<file path="src/rtl/mips_pipe_pkg.sv">
// mips_pipe_pkg: shared widths, constants and fetch FSM encoding for the MIPS pipeline
package mips_pipe_pkg;
  localparam int XLEN = 32;
  localparam logic [XLEN-1:0] INSTR_NOP = 32'h0000_0000;
  localparam logic [XLEN-1:0] PC_STEP = 32'd4;
  localparam logic [1:0] ST_INIT = 2'd0;
  localparam logic [1:0] ST_FETCH = 2'd1;
  localparam logic [1:0] ST_HOLD = 2'd2;
  localparam logic [1:0] ST_DRAIN = 2'd3;
endpackage

</file>
<file path="src/rtl/if_fetch_ctrl_if.sv">
// if_fetch_ctrl_if: PC, instruction-memory, downstream-control and IF/ID signals of the fetch stage
interface if_fetch_ctrl_if;
  import mips_pipe_pkg::*;
  logic [XLEN-1:0] pc_cur;
  logic [XLEN-1:0] pc_next;
  logic imem_req;
  logic [XLEN-1:0] imem_addr;
  logic imem_ready;
  logic [XLEN-1:0] imem_rdata;
  logic stall_id;
  logic redirect;
  logic [XLEN-1:0] redirect_pc;
  logic id_valid;
  logic [XLEN-1:0] id_instr;
  logic [XLEN-1:0] id_pc;
  logic [XLEN-1:0] id_pc4;
  modport master (
    input pc_cur, imem_ready, imem_rdata, stall_id, redirect, redirect_pc,
    output pc_next, imem_req, imem_addr, id_valid, id_instr, id_pc, id_pc4
  );
  modport slave (
    output pc_cur, imem_ready, imem_rdata, stall_id, redirect, redirect_pc,
    input pc_next, imem_req, imem_addr, id_valid, id_instr, id_pc, id_pc4
  );
endinterface

</file>
<file path="src/rtl/if_id_skid.sv">
// if_id_skid: one-entry buffer catching a fetched word that ID could not accept
module if_id_skid
  import mips_pipe_pkg::*;
(
  input  logic            clk,
  input  logic            rst_n,
  input  logic            load,
  input  logic            clr,
  input  logic [XLEN-1:0] d_instr,
  input  logic [XLEN-1:0] d_pc,
  output logic            valid,
  output logic [XLEN-1:0] instr,
  output logic [XLEN-1:0] pc
);
  always_ff @(posedge clk or negedge rst_n)
    if (!rst_n) begin
      valid <= 1'b0;
      instr <= INSTR_NOP;
      pc <= '0;
    end else if (clr) begin
      valid <= 1'b0;
    end else if (load) begin
      valid <= 1'b1;
      instr <= d_instr;
      pc <= d_pc;
    end
endmodule

</file>
<file path="src/rtl/if_fetch_ctrl.sv">
// if_fetch_ctrl: instruction fetch sequencing, next-PC selection and IF/ID pipeline register
module if_fetch_ctrl
  import mips_pipe_pkg::*;
#(
  parameter logic [XLEN-1:0] RESET_PC = 32'h0000_0000
) (
  input logic clk,
  input logic rst_n,
  if_fetch_ctrl_if.master bus
);
  logic [1:0] state;
  logic [XLEN-1:0] addr_q, pc_inc, skid_instr, skid_pc;
  logic skid_valid, skid_load, skid_clr, live, fetch, hold, drain, rdy, stall, redir;
  assign live = state != ST_INIT;
  assign fetch = state == ST_FETCH;
  assign hold = state == ST_HOLD;
  assign drain = state == ST_DRAIN;
  assign rdy = bus.imem_ready;
  assign stall = bus.stall_id;
  assign redir = live & bus.redirect;
  assign pc_inc = bus.pc_cur + PC_STEP;
  assign skid_load = !redir & fetch & rdy & stall;
  assign skid_clr = redir | hold & !stall;
  always_comb begin
    bus.imem_req = fetch | drain;
    bus.imem_addr = drain ? addr_q : bus.pc_cur;
    bus.pc_next = !live ? RESET_PC : redir ? bus.redirect_pc :
                  ((fetch & rdy | hold) & !stall) ? pc_inc : bus.pc_cur;
  end
  if_id_skid u_skid (
    .clk(clk), .rst_n(rst_n), .load(skid_load), .clr(skid_clr),
    .d_instr(bus.imem_rdata), .d_pc(bus.pc_cur),
    .valid(skid_valid), .instr(skid_instr), .pc(skid_pc)
  );
  // addr_q tracks the outstanding address so DRAIN can keep presenting it after a redirect
  always_ff @(posedge clk or negedge rst_n)
    if (!rst_n) begin
      state <= ST_INIT;
      addr_q <= '0;
      bus.id_valid <= 1'b0;
      bus.id_instr <= INSTR_NOP;
      bus.id_pc <= '0;
      bus.id_pc4 <= '0;
    end else if (!live) begin
      state <= ST_FETCH;
    end else if (redir) begin
      bus.id_valid <= 1'b0;
      if (fetch) addr_q <= bus.pc_cur;
      state <= (bus.imem_req & !rdy) ? ST_DRAIN : ST_FETCH;
    end else begin
      if (fetch) addr_q <= bus.pc_cur;
      if (fetch & rdy & !stall) begin
        bus.id_valid <= 1'b1;
        bus.id_instr <= bus.imem_rdata;
        bus.id_pc <= bus.pc_cur;
        bus.id_pc4 <= pc_inc;
      end else if (hold & !stall) begin
        bus.id_valid <= skid_valid;
        bus.id_instr <= skid_instr;
        bus.id_pc <= skid_pc;
        bus.id_pc4 <= skid_pc + PC_STEP;
      end else if ((fetch | drain) & !stall) begin
        bus.id_valid <= 1'b0;
      end
      state <= skid_load ? ST_HOLD : (hold & !stall | drain & rdy) ? ST_FETCH : state;
    end
endmodule
</file>
<file path="src/flat_wrapper.sv">
// flat-port wrapper written by rule: the top's interface ports become plain ports
module if_fetch_ctrl_flat import mips_pipe_pkg::*;
#(
  parameter logic [XLEN-1:0] RESET_PC = 32'h0000_0000
)
  (clk, rst_n, bus_pc_cur, bus_imem_ready, bus_imem_rdata, bus_stall_id, bus_redirect, bus_redirect_pc, bus_pc_next, bus_imem_req, bus_imem_addr, bus_id_valid, bus_id_instr, bus_id_pc, bus_id_pc4);
  if_fetch_ctrl_if bus_i ();
  input logic clk;
  input logic rst_n;
  input wire logic [$bits(bus_i.pc_cur)-1:0] bus_pc_cur;
  input wire logic [$bits(bus_i.imem_ready)-1:0] bus_imem_ready;
  input wire logic [$bits(bus_i.imem_rdata)-1:0] bus_imem_rdata;
  input wire logic [$bits(bus_i.stall_id)-1:0] bus_stall_id;
  input wire logic [$bits(bus_i.redirect)-1:0] bus_redirect;
  input wire logic [$bits(bus_i.redirect_pc)-1:0] bus_redirect_pc;
  output wire logic [$bits(bus_i.pc_next)-1:0] bus_pc_next;
  output wire logic [$bits(bus_i.imem_req)-1:0] bus_imem_req;
  output wire logic [$bits(bus_i.imem_addr)-1:0] bus_imem_addr;
  output wire logic [$bits(bus_i.id_valid)-1:0] bus_id_valid;
  output wire logic [$bits(bus_i.id_instr)-1:0] bus_id_instr;
  output wire logic [$bits(bus_i.id_pc)-1:0] bus_id_pc;
  output wire logic [$bits(bus_i.id_pc4)-1:0] bus_id_pc4;
  assign bus_i.pc_cur = bus_pc_cur;
  assign bus_i.imem_ready = bus_imem_ready;
  assign bus_i.imem_rdata = bus_imem_rdata;
  assign bus_i.stall_id = bus_stall_id;
  assign bus_i.redirect = bus_redirect;
  assign bus_i.redirect_pc = bus_redirect_pc;
  assign bus_pc_next = bus_i.pc_next;
  assign bus_imem_req = bus_i.imem_req;
  assign bus_imem_addr = bus_i.imem_addr;
  assign bus_id_valid = bus_i.id_valid;
  assign bus_id_instr = bus_i.id_instr;
  assign bus_id_pc = bus_i.id_pc;
  assign bus_id_pc4 = bus_i.id_pc4;
  if_fetch_ctrl #(.RESET_PC(RESET_PC)) u_core (.clk(clk), .rst_n(rst_n), .bus(bus_i));
endmodule
</file>
<file path="config.mk">
export PLATFORM = sky130hd
export DESIGN_NAME = if_fetch_ctrl_flat
export DESIGN_NICKNAME = d
export VERILOG_FILES = /design/src/rtl/mips_pipe_pkg.sv /design/src/rtl/if_fetch_ctrl_if.sv /design/src/rtl/if_id_skid.sv /design/src/rtl/if_fetch_ctrl.sv /design/src/flat_wrapper.sv
export SDC_FILE = /design/constraint.sdc
export NUM_CORES = 1
export LEC_CHECK = 0
export CAP_MARGIN = 20
export CORE_MARGIN = 3
export CORE_UTILIZATION = 45
export DETAILED_ROUTE_END_ITERATION = 10
export PLACE_DENSITY = 0.77
export SYNTH_ARGS = -nofsm -noshare
export SYNTH_HDL_FRONTEND = slang
export SYNTH_SLANG_ARGS = --single-unit
</file>
<file path="constraint.sdc">
create_clock -name clk -period 2.01 [get_ports clk]
set_input_delay 0.201 -clock clk [delete_from_list [all_inputs] [get_ports clk]]
set_output_delay 0.201 -clock clk [all_outputs]
set_load 0.01 [all_outputs]
</file>
## After elaboration in Yosys (flattened, before gate mapping)

Index checks and enable logic that the tools add are counted.

| storage, ports and cells | value |
|---|---|
| output and inout bits | 162 |
| input bits | 101 |
| word-level logic and storage cells | 64 |
| bits in registers | 196 |

| operators by class | value |
|---|---|
| muxes and demuxes | 21 |
| $add $sub $neg | 2 |
| bitwise gates (word level) | 17 |
| eq/ne operators | 4 |
| reduce and logical (&&, ||, !) cells | 11 |

Operator list:

| operator | count |
|---|---|
| $mux W32 | 10 |
| $add A32 B3 Y32 const B | 2 |
| $and A1 B1 Y1 | 11 |
| $mux W2 | 5 |
| $mux W1 | 6 |
| $reduce_and A2 Y1 | 3 |
| $reduce_bool A2 Y1 | 3 |
| $eq A2 B2 Y1 const B | 2 |
| $ne A4 B3 Y1 const B | 1 |
| $or A1 B1 Y1 | 4 |
| $reduce_bool A4 Y1 | 1 |
| $logic_not A1 Y1 | 3 |
| $reduce_and A3 Y1 | 1 |
| $eq A2 B1 Y1 const B | 1 |
| $not A1 Y1 | 2 |

## Logic depth before layout (Yosys ltp)

Gate-level depths: netlist of run 1.

| depth | value |
|---|---|
| word-level depth | 9 |
| gate-level depth with buffers | 8 |
| mapped depth without buffers | 6 |

## Modules after synthesis

From an unflattened synthesis of run 1, not the netlist that was laid out.

| second synthesis, totals | value |
|---|---|
| cell total of the unflattened synthesis | 1074 |
| area total of the unflattened synthesis | 10900.5 sq um |

By module, submodules not included:

| module | seq. area each (sq um) | cells each | area an instance (sq um) | times used |
|---|---|---|---|---|
| if_fetch_ctrl | 3228.1 | 935 | 8166.6 | 1 |
| if_id_skid | 1626.6 | 139 | 2733.9 | 1 |

## Worst setup path before layout of run 1

Ideal clock, no wire load.

| timing | value |
|---|---|
| kind | reg2out |
| from | reg u_core.state[0] |
| to | out bus_pc_next[29] |
| slack | -16 ps |
| path buffers | 2 |
| data required time | 1809 ps |
| data arrival time | 1825 ps |
| stages on the path, launching flop included | 8 |
| cell sequence | dfrtp_1 buf_2 nand2b_1 a21oi_1 clkbuf_1 nand3_1 xnor2_1 a22o_1 |

| between the ends | value |
|---|---|
| cells in the longest elaborated chain, start to end | 7 |
| elaborated cells on any way between the ends | 10 |
| classes of those cells | eq/ne (2); mux (3); bitwise (4); reduce/logical (1) |

RTL lines:

| what | line | source |
|---|---|---|
| start, declared | if_fetch_ctrl.sv:11 | `logic [1:0] state;` |
| start signal, assigned | if_fetch_ctrl.sv:49 | `state <= (bus.imem_req & !rdy) ? ST_DRAIN : ST_FETCH;` |
| start signal, assigned | if_fetch_ctrl.sv:65 | `state <= skid_load ? ST_HOLD : (hold & !stall \| drain & rdy) ? ST_FETCH : state;` |
| $eq A2 B1 Y1 | if_fetch_ctrl.sv:15 | `assign fetch = state == ST_FETCH;` |
| $and A1 B1 Y1 | if_fetch_ctrl.sv:28 | `((fetch & rdy \| hold) & !stall) ? pc_inc : bus.pc_cur;` |
| $or A1 B1 Y1 | if_fetch_ctrl.sv:28 |  |
| $and A1 B1 Y1 | if_fetch_ctrl.sv:28 |  |
| $mux W32 | if_fetch_ctrl.sv:28 |  |
| $mux W32 | if_fetch_ctrl.sv:27 | `bus.pc_next = !live ? RESET_PC : redir ? bus.redirect_pc :` |
| $mux W32 * | if_fetch_ctrl.sv:27 |  |
| end, declared | flat_wrapper.sv:16 | `output wire logic [$bits(bus_i.pc_next)-1:0] bus_pc_next;` |

Every way passes the cells marked *; elsewhere a longest branch is shown, timed or not.

## Final worst setup path of run 1

| timing | value |
|---|---|
| from | reg u_core.state[1] |
| to | out bus_pc_next[7] |

The elaborated chain is that of the path after synthesis.

==> metrics.txt, run 1 <==
status finished with violations; failing checks negative setup slack; core footprint 22,800 um2; Filler Cells Inserted around 1,500; Lkg Pwr 7.36 nW; gr busiest metal met2; hold path start bus_pc_cur[7]; multi-input logic area 5840 um2; number of global-route vias before repair around 10,000; Rows 55; antenna violations before repair 2; total number of vias approximately 10,000; drt total wl between 30,000 and 40,000 um; Synth Register Bits 194; Reg2Reg Setup Slack roughly 70 ps; Ys Warns 0; worst path required time about 1800 ps; grt ovf 0; syn nets approximately 1,100; Max Slew Vio Count 0; total power between 0.015 and 0.02 W; element type at the critical path start register; CTS tree done; Mapped Area between 10,000 and 15,000 um2; top cells by count, synth dfrtp_1 (194), nand2_1 (133), mux2_2 (122); Worst Skew 17.1 ps; Slew headroom around two thirds; fin cells 1,782; CP Data Arrival Time 2330 ps; 1st-iter DRT viols approximately 950; met3 Use GR roughly 7.7%; Initial Util 46.1%; RSZ-0062 raised after global routing yes; die area 25,200 um2; WL/cell between 20 and 25 um; leading area contributor after synthesis dfrtp_1; top cells by area, synth dfrtp_1 (46%), mux2_2 (13%), mux2i_1 (6.4%); sequential cell area approximately 4900 um2; Root Buffer Master clkbuf_16; Fmax between 300 and 400 MHz; input/output buffers around 260; met2 Usage GRT between 40% and 50%; final net count about 1,600; fraction of layout cells with a size suffix above 1 a little under two fifths; crit path from u_core.state[1]; Cell Pwr Density around 940 nW/um2; most common cell in the netlist dfrtp_1; hold crit path type in -> reg; Main synth FF type dfrtp_1; Worst-path clk slew 70 ps; Syn Area/Cell 10.2 um2; Tot GR Track Use about 28%; TritonRoute pass-1 iters 8; largest net degree at the start of global routing 61; Seq/Total Area, Yosys roughly 46%; Final ANT Viol Nets 0; Worst-Margin Slew slightly below 500 ps; clk_lat worst skew 440 ps; Final Hold Viols 0; grt met1 use between 30% and 40%; first-pass GRT wire length 57,400 um; die width between 150 and 200 um; boundary pin count ~260; synthesis-to-finish area growth 58.4%; critical path peak fanout 5; CTS max path bufs 2; count of cell types in the netlist 47; H-tree levels 4; Tmin final 2530 ps; DRC 0; Setup CP Type reg -> out; Max Cap Viol 0; Tcrit/Tclk final 126%; Crit. End Element output pin; FF-to-FF Start u_core.u_skid.pc[6]; Final WS setup -520 ps; Avg Vias per Cell about 5.7; clk sinks 194; Core Util, Final between 70% and 80%; Die Y-Extent between 150 and 200 um; final setup vio count 64; top cell type's share of synthesized area 46.2%; GP Congestion slightly below 1; Mapped Cells between 1,000 and 1,500; VDD IR-drop max around 0.6 mV; EDFF count, synth 0; FFs w/ async S/R, synth 100%; placed cell count between 1,500 and 2,000; Num CTS Buffers 17; hpwl dp 25,600 um
-- power breakdown --
group	total [W]	internal (W)	switching (W)
clock network	0.00349	0.00178	0.00171
logic	0.00626	0.00352	0.00273
registers	0.00593	0.00512	0.000811
total	0.0157	0.0104	0.00526
-- layer usage --
layer  up-vias  part of all wire [%]
li1       4501                     -
met1      4887                    37
met2       585                    48
met3       158                   9.5
met4         2                   5.2
met5         -                 0.034
-- registers in the layout, indices dropped and copies added (netlist names) --
name / count
u_core.state: 2
u_core.bus.id_pc: 30
u_core.bus.id_valid: 1
u_core.bus.id_instr: 32
u_core.bus.id_pc4: 32
u_core.u_skid.instr: 32
u_core.addr_q: 32
u_core.u_skid.valid: 1
u_core.u_skid.pc: 32
-- final timing paths --
path                                           to  cells past startpoint
max                                bus_pc_next[7]                      9
min                           u_core.u_skid.pc[7]                      3
max reg2reg                 u_core.bus.id_pc4[27]                      6
min reg2reg                u_core.bus.id_instr[9]                      2
max in group asynchronous       u_core.addr_q[23]                      3
min in group asynchronous    u_core.u_skid.pc[31]                      2
-- metrics by stage --
step,setup TNS [ps],cell area (um2),hold slack [ps],setup slack [ps]
detailed placement,-43130,14800,195,-961
CTS,-18460,16100,218,-454
global route,-21630,16600,239,-556
floorplan,0,10500,-94.6,37.3
finish,-17570,16600,241,-520
global placement,-33140,14800,195,-955
-- what timing repair did --
action                                  CTS  global route
buffers inserted                         41            22
pin swaps                                69            32
endpoints found under the hold margin    51             0
resized for setup                       439           106
hold buffers                              1             0
endpoints found under the setup margin   65           145
gates cloned                              3             3
-- cells by family (layout without fill, tap and decap cells) --
group	Yosys count	after routing	synth area share, %
AO/OA/AOI/OAI	176	176	10.2
adder cells (fa/ha/maj)	2	2	0.238
flip-flops	194	194	46.2
multiplexers	189	189	19.5
XOR/XNOR	75	75	6.25
buffers and inverters	107	544	4.45
AND/OR/NAND/NOR	288	288	13.2
other	0	1	0
-- final cells by class --
| class | instances | share of cell area, % |
|---|---|---|
| multi-input cells | 730 | 35.1 |
| clock buffers | 17 | 2.56 |
| repair buffers | 499 | 29.5 |
| inverters | 13 | 0.293 |
| clock inverters | 15 | 1.03 |
| diodes | 1 | 0.0150 |
| well taps | 313 | 2.35 |
| flip-flops and latches | 194 | 29.2 |
-- layout by cell type, fill, tap and decap left out, types with 10 or more instances in the layout --
cell type        synthesis  routed
dfrtp_1                194     194
clkdlybuf4s50_1          0     179
buf_4                    4     163
nand2_1                133     125
o21ai_0                 99      96
mux2_2                 122      90
mux2i_1                 67      65
buf_6                    4      64
xor2_1                  35      34
buf_2                   17      34
a22o_1                  33      33
mux2_4                   0      32
buf_12                   0      28
xnor2_1                 40      26
nand4_1                 24      24
nand3_1                 32      24
nor2_1                  33      23
clkbuf_16                0      19
a21oi_1                 18      17
xnor2_2                  0      14
inv_1                   13      13
buf_8                    0      10
-- critical path: stages, from the launching register on --
cell,delay [ps]
dfrtp_1,430
and3b_2,270
o21ai_2,80
buf_6,140
buf_4,140
buf_4,150
nor2_4,110
xor2_1,230
a22o_1,200
buf_2,140
Power figures use the tool's default switching activity.
==> run 2, diff against run 1 <==
--- a/config.mk
+++ b/config.mk
@@ -7,8 +7,9 @@
 export LEC_CHECK = 0
 export CAP_MARGIN = 20
+export CORE_ASPECT_RATIO = 1.2
 export CORE_MARGIN = 3
 export CORE_UTILIZATION = 45
 export DETAILED_ROUTE_END_ITERATION = 10
-export PLACE_DENSITY = 0.77
+export PLACE_DENSITY = 0.79
 export SYNTH_ARGS = -nofsm -noshare
 export SYNTH_HDL_FRONTEND = slang
==> constraint.sdc (replaced) <==
create_clock -name clk -period 2.01 [get_ports clk]
set_input_delay 0.3015 -clock clk [delete_from_list [all_inputs] [get_ports clk]]
set_output_delay 0.3015 -clock clk [all_outputs]
set_load 0.01 [all_outputs]
==> metrics.txt, run 2 (synthesis results as in run 1) <==
status finished with violations; failing checks negative setup slack; WL/cell 21.0 um (-2.3%); H-tree levels 4 (unchanged); Combinational Power Share 39.7% (-0.2 points); Cell Pwr Density 946 nW/um2 (+0.51%); synthesis-to-finish area growth 58.0%; VDD IR-drop max 0.658 mV (+6.4%); Avg Vias per Cell 5.53 (-2.7%); Pint 0.0105 W (+0.52%); DRC 0 (unchanged); die area 25,200 um2 (about the same); Worst Skew 8.67 ps (-8.45 ps); Final Hold Viols 0 (unchanged); Setup CP Type reg -> out; input/output buffers 262 (unchanged); Tmin final 2540 ps (+9.89 ps); Crit. End Element output pin; Psw 0.00524 W (-0.25%); sw frac 33.4% (-0.17 points); Tcrit/Tclk final 126% (+0.49 points); first-pass GRT wire length 56,000 um (-2.5%); CTS max path bufs 2 (unchanged); number of global-route vias before repair 10,207 (-1.4%); FF-to-FF Start u_core.state[1]; core footprint 22,700 um2 (-0.47%); CP Data Arrival Time 2240 ps (-90 ps); crit-path leading delay family buffers and inverters; RSZ-0062 raised after global routing yes; Rows 60 (+9.1%); Num CTS Buffers 17 (unchanged); Max Slew Vio Count 0 (unchanged); worst path required time 1710 ps (-100 ps); TritonRoute pass-1 iters 5 (-3); placed cell count 1,699 (+0.71%); drt total wl 37,600 um (-1.6%); most frequent cells in the layout dfrtp_1 (192), buf_4 (183), clkdlybuf4s50_1 (177), nand2_1 (124), mux2_2 (120); crit path from u_core.state[1]; Slew headroom 64.7% (-2.6 points); Worst path slowest cell dfrtp_1; Root Buffer Master clkbuf_16; # diodes 0 (-1); Core Util, Final 73.3% (+0.16 points); grt ovf 0 (unchanged); hold path start bus_pc_cur[3]; fin cells 1,793 (+0.62%); boundary pin count 263 (unchanged); total number of vias 9,922 (-2.1%); 1st-iter DRT viols 654 (-31%); fraction of layout cells with a size suffix above 1 39.8% (+2.7 points); clock power share 22.4% (+0.2 points); CTS tree done; Reg power frac 37.8% (about the same); Tot GR Track Use 27.8% (-0.58 points); Die Y-Extent 173 um (+9.2%); Worst-path clk slew 70 ps (about the same); Initial Util 46.4% (+0.22 points); final net count 1,573 (+0.96%); crit-path most repeated cell buf_6; Final WS setup -530 ps (-9.89 ps); final setup vio count 73 (+14%); critical path peak fanout 5 (unchanged); element type at the critical path start register; die width 146 um (-8.4%); hpwl dp 26,500 um (+3.4%); Lkg Pwr 7.26 nW (-1.3%); clk sinks 194 (unchanged); Worst-Margin Slew 525 ps (+38.3 ps); CP peak stage delay 410 ps (-20 ps); Bufs and invs on worst path 4 (unchanged); Final ANT Viol Nets 0 (unchanged); antenna violations before repair 0 (-2); worst-path cell chain buf_6 > nand3b_1 > a21oi_2 > buf_6 > buf_12 > nand4_1 > xnor2_1 > a22o_1 > buf_2; Max Cap Viol 0 (unchanged); hold crit path type in -> reg; Filler Cells Inserted 1,568 (+1.8%); Fmax 394 MHz (-0.39%); commonest non-fill, non-tap cell in the layout dfrtp_1; largest net degree at the start of global routing 51 (-16%); clk_lat worst skew 430 ps (about the same); GP Congestion 0.900 (-6.8%)
[run 2: area by class of cell]
class	instances	area [um2]	area share (%)
Tap cell	310	388	2.34
Sequential cell	194	4860	29.2
Timing Repair Buffer	514	4850	29.2
Multi-Input combinational cell	730	5860	35.3
Clock inverter	14	170	1.02
Inverter	13	48.8	0.294
Clock buffer	18	429	2.58
[run 2: what timing repair did]
item | 4_1_cts | 5_1_grt
pin swaps | 56 | 60
setup endpoints to repair | 72 | 158
endpoints found under the hold margin | 45 | 0
buffers inserted | 28 | 30
cloned | 3 | 7
resized for setup | 375 | 163
hold buffers | 1 | 0
[run 2: tightest hold or removal path, delay by kind of cell]
family,cells,cell delay [ps]
multiplexers,1,130
buffers and inverters,2,190
[run 2: path summary, 6_finish.rpt]
kind                                                end  slack (ps)  cells past startpoint
worst max-delay path                    bus_pc_next[26]        -530                      9
worst min-delay path                   u_core.addr_q[3]         230                      3
min in group asynchronous       u_core.u_skid.instr[30]         380                      2
worst min register to register  u_core.bus.id_instr[16]         480                      2
worst max register to register    u_core.bus.id_pc4[12]         -40                     10
max in group asynchronous       u_core.u_skid.instr[22]        1000                      3
[run 2: stage by stage]
step / setup TNS [ps] / total power [W] / worst slack [ps] / hold WS, ps / area [um2]
4_1_cts: -22070 / 0.0154 / -518 / 258 / 15900
6_report: -22070 / 0.0157 / -530 / 225 / 16600
2_1_floorplan: -241 / 0.00838 / -30.1 / 5.91 / 10600
3_3_place_gp: -61990 / 0.0116 / -1110 / 291 / 14800
5_1_grt: -28630 / 0.0165 / -595 / 224 / 16600
3_5_place_dp: -67410 / 0.0118 / -1180 / 295 / 14800
[run 2: power by group through the flow]
| stage | clock network [W] | registers, W | logic (W) |
|---|---|---|---|
| 6_report | 0.00352 | 0.00595 | 0.00625 |
| 5_1_grt | 0.00371 | 0.00608 | 0.00670 |
| 4_1_cts | 0.00355 | 0.00592 | 0.00590 |
| 3_5_place_dp | 0 | 0.00598 | 0.00582 |
| 3_3_place_gp | 0 | 0.00592 | 0.00568 |
| 2_1_floorplan | 0 | 0.00616 | 0.00221 |
[run 2: routing by layer]
metal | global-route usage, % | share of wire [%]
met5 | 0 | 0
met3 | 7.92 | 7.4
met2 | 50.0 | 52
met1 | 31.6 | 37
met4 | 9.66 | 3.4
==> run 3, diff against run 2 <==
- CORE_UTILIZATION: 45 -> 54
- PLACE_DENSITY: 0.79 -> 0.89
- clock period: 2.01 -> 3 ns (I/O delays scaled with it)
==> metrics.txt, run 3 (synthesis results as in run 1) <==
Worst-Margin Slew 610 ps (+85.3 ps); 1st-iter DRT viols 1,148 (+76%); Crit. End Element output pin; hold depth 2 (-1); critical path peak fanout 7 (+2); Tot GR Track Use 32.8% (+5.0 points); Fmax ~330 MHz; antenna violations before repair 1 (+1); hold path start bus_pc_cur[12]; crit path from bus_pc_cur[10]; CTS max path bufs 2 (unchanged); FF-to-FF path depth 6 (-4); element type at the critical path start primary input; Avg Vias per Cell 6.04 (+9.2%); Final Hold Viols 0 (unchanged); Worst Hold Slack 426 ps (+201 ps); Final ANT Viol Nets 0 (unchanged); CP Data Arrival Time 2540 ps (+300 ps); clk sinks 194 (unchanged); H-tree levels 4 (unchanged); Worst Skew 13.9 ps (+5.26 ps); Initial Util 55.3% (+9.0 points); FF-to-FF Start u_core.u_skid.pc[3]; Cell Pwr Density 662 nW/um2 (-30%); final setup vio count 0 (-100%); fraction of layout cells with a size suffix above 1 25.2% (-15 points); die area 21,200 um2 (-16%); Tcrit/Tclk final 99.7%; CTS tree done; largest net degree at the start of global routing 111 (+120%); Max Slew Vio Count 0 (unchanged); Root Buffer Master clkbuf_16; Die Y-Extent 159 um (-8.4%); die width 133 um (-8.4%); Tmin final between 2000 and 3000 ps; DRC 0 (unchanged); clk_lat worst skew 440 ps (about the same); Rows 55 (-8.3%); VDD IR-drop max 0.450 mV (-32%); hold crit path type in -> reg; commonest non-fill, non-tap cell in the layout clkdlybuf4s50_1; first-pass GRT wire length 55,100 um (-1.6%); Lkg Pwr 6.44 nW (-11%); total number of vias 9,857 (-0.66%); Num CTS Buffers 17 (unchanged); Setup CP Type in -> out; boundary pin count 263 (unchanged); status finished clean; GP Congestion 0.938 (+4.3%); grt ovf 0 (unchanged); Worst-path clk slew 70 ps (about the same); final net count 1,465 (-6.9%); TritonRoute pass-1 iters 6 (+1); core footprint 19,000 um2 (-16%); RSZ-0062 raised after global routing yes; Max Cap Viol 0 (unchanged); Core Util, Final 79.0% (+5.7 points); most frequent cells in the layout clkdlybuf4s50_1 (220), dfrtp_1 (192), nand2_1 (133), buf_4 (129), mux2_2 (122); synthesis-to-finish area growth 42.7%; worst path required time 2550 ps (+840 ps); Slew headroom 58.9% (-5.8 points); drt total wl 36,000 um (-4.2%); WL/cell 22.1 um (+5.3%); number of global-route vias before repair 10,103 (-1.0%); input/output buffers 262 (unchanged); Reg2Reg Setup Slack 620 ps (+660 ps); reg-to-reg endpoint u_core.bus.id_pc4[26]; Hold Path Sink u_core.addr_q[12]; hpwl dp 24,400 um (-7.8%)
## run 3: changes by cell type in the layout (fill, tap and decap cells not counted), sizes merged, moves of 2 or more
cell,delta
clkdlybuf4s15,-3
bufinv,-2
clkinv,+3
dlymetal6s2s,+10
clkdlybuf4s50,+43
clkbuf,-5
buf,-169
dlygate4sd2,+16
## run 3: final cells by class
cell class | count | area [um2]
inverters | 13 | 48.8
repair buffers | 406 | 3800
clock buffers | 17 | 425
clock inverters | 14 | 150
well taps | 256 | 320
fillers | 1201 | 3990
flip-flops and latches | 194 | 4860
multi-input cells | 730 | 5400
diodes | 1 | 2.50
## run 3: where the power goes
part / total, W / internal [W] / switching (W)
Combinational: 0.00364 / 0.00200 / 0.00164
Clock: 0.00223 / 0.00111 / 0.00113
Sequential: 0.00406 / 0.00343 / 0.000624
Total: 0.00993 / 0.00654 / 0.00339
## run 3: worst max path at each step
stage / to / slack (ps)
final: bus_pc_next[26] / 8
after global routing: bus_pc_next[13] / -70
after CTS: bus_pc_next[25] / -140
after detailed placement: bus_pc_next[22] / -540
after global placement: bus_pc_next[22] / -480
after floorplan: bus_pc_next[17] / 530
## run 3: timing repair
| item | in CTS | in global routing |
|---|---|---|
| hold buffers | 1 | 0 |
| setup endpoints to repair | 27 | 23 |
| gates cloned | 0 | 0 |
| hold endpoints to repair | 41 | 0 |
| buffers inserted | 21 | 17 |
| pin swaps | 16 | 13 |
| resized for setup | 64 | 37 |
## run 3: critical path, stage by stage
cell and delay [ps]:
clkdlybuf4s50_1 510, nand2_1 90, buf_4 190, nor3_4 150
buf_4 170, buf_4 140, nand4_1 180, xnor2_1 190
a22o_1 190, dlygate4sd2_1 280
## run 3: through the flow
step           power [W]  area [um2]  instances  setup WS (ps)  TNS, ps
4_1_cts          0.00991       14800       1613           -140     -408
6_report         0.00993       15000       1631           7.56        0
3_5_place_dp     0.00765       13900       1560           -539    -8790
5_1_grt           0.0104       15000       1631          -65.7     -204
2_1_floorplan    0.00561       10500       1031            529        0
3_3_place_gp     0.00747       13900       1560           -478    -6860
## run 3: per-layer routing
layer	share of wire, %	routed length, um	GRT usage [%]	up-vias
met4	5.0	1800	14.6	0
met3	9.8	3510	9.38	146
li1	-	-	-	4309
met5	0	0	0	-
met2	50	18100	56.2	643
met1	35	12600	38.0	4759
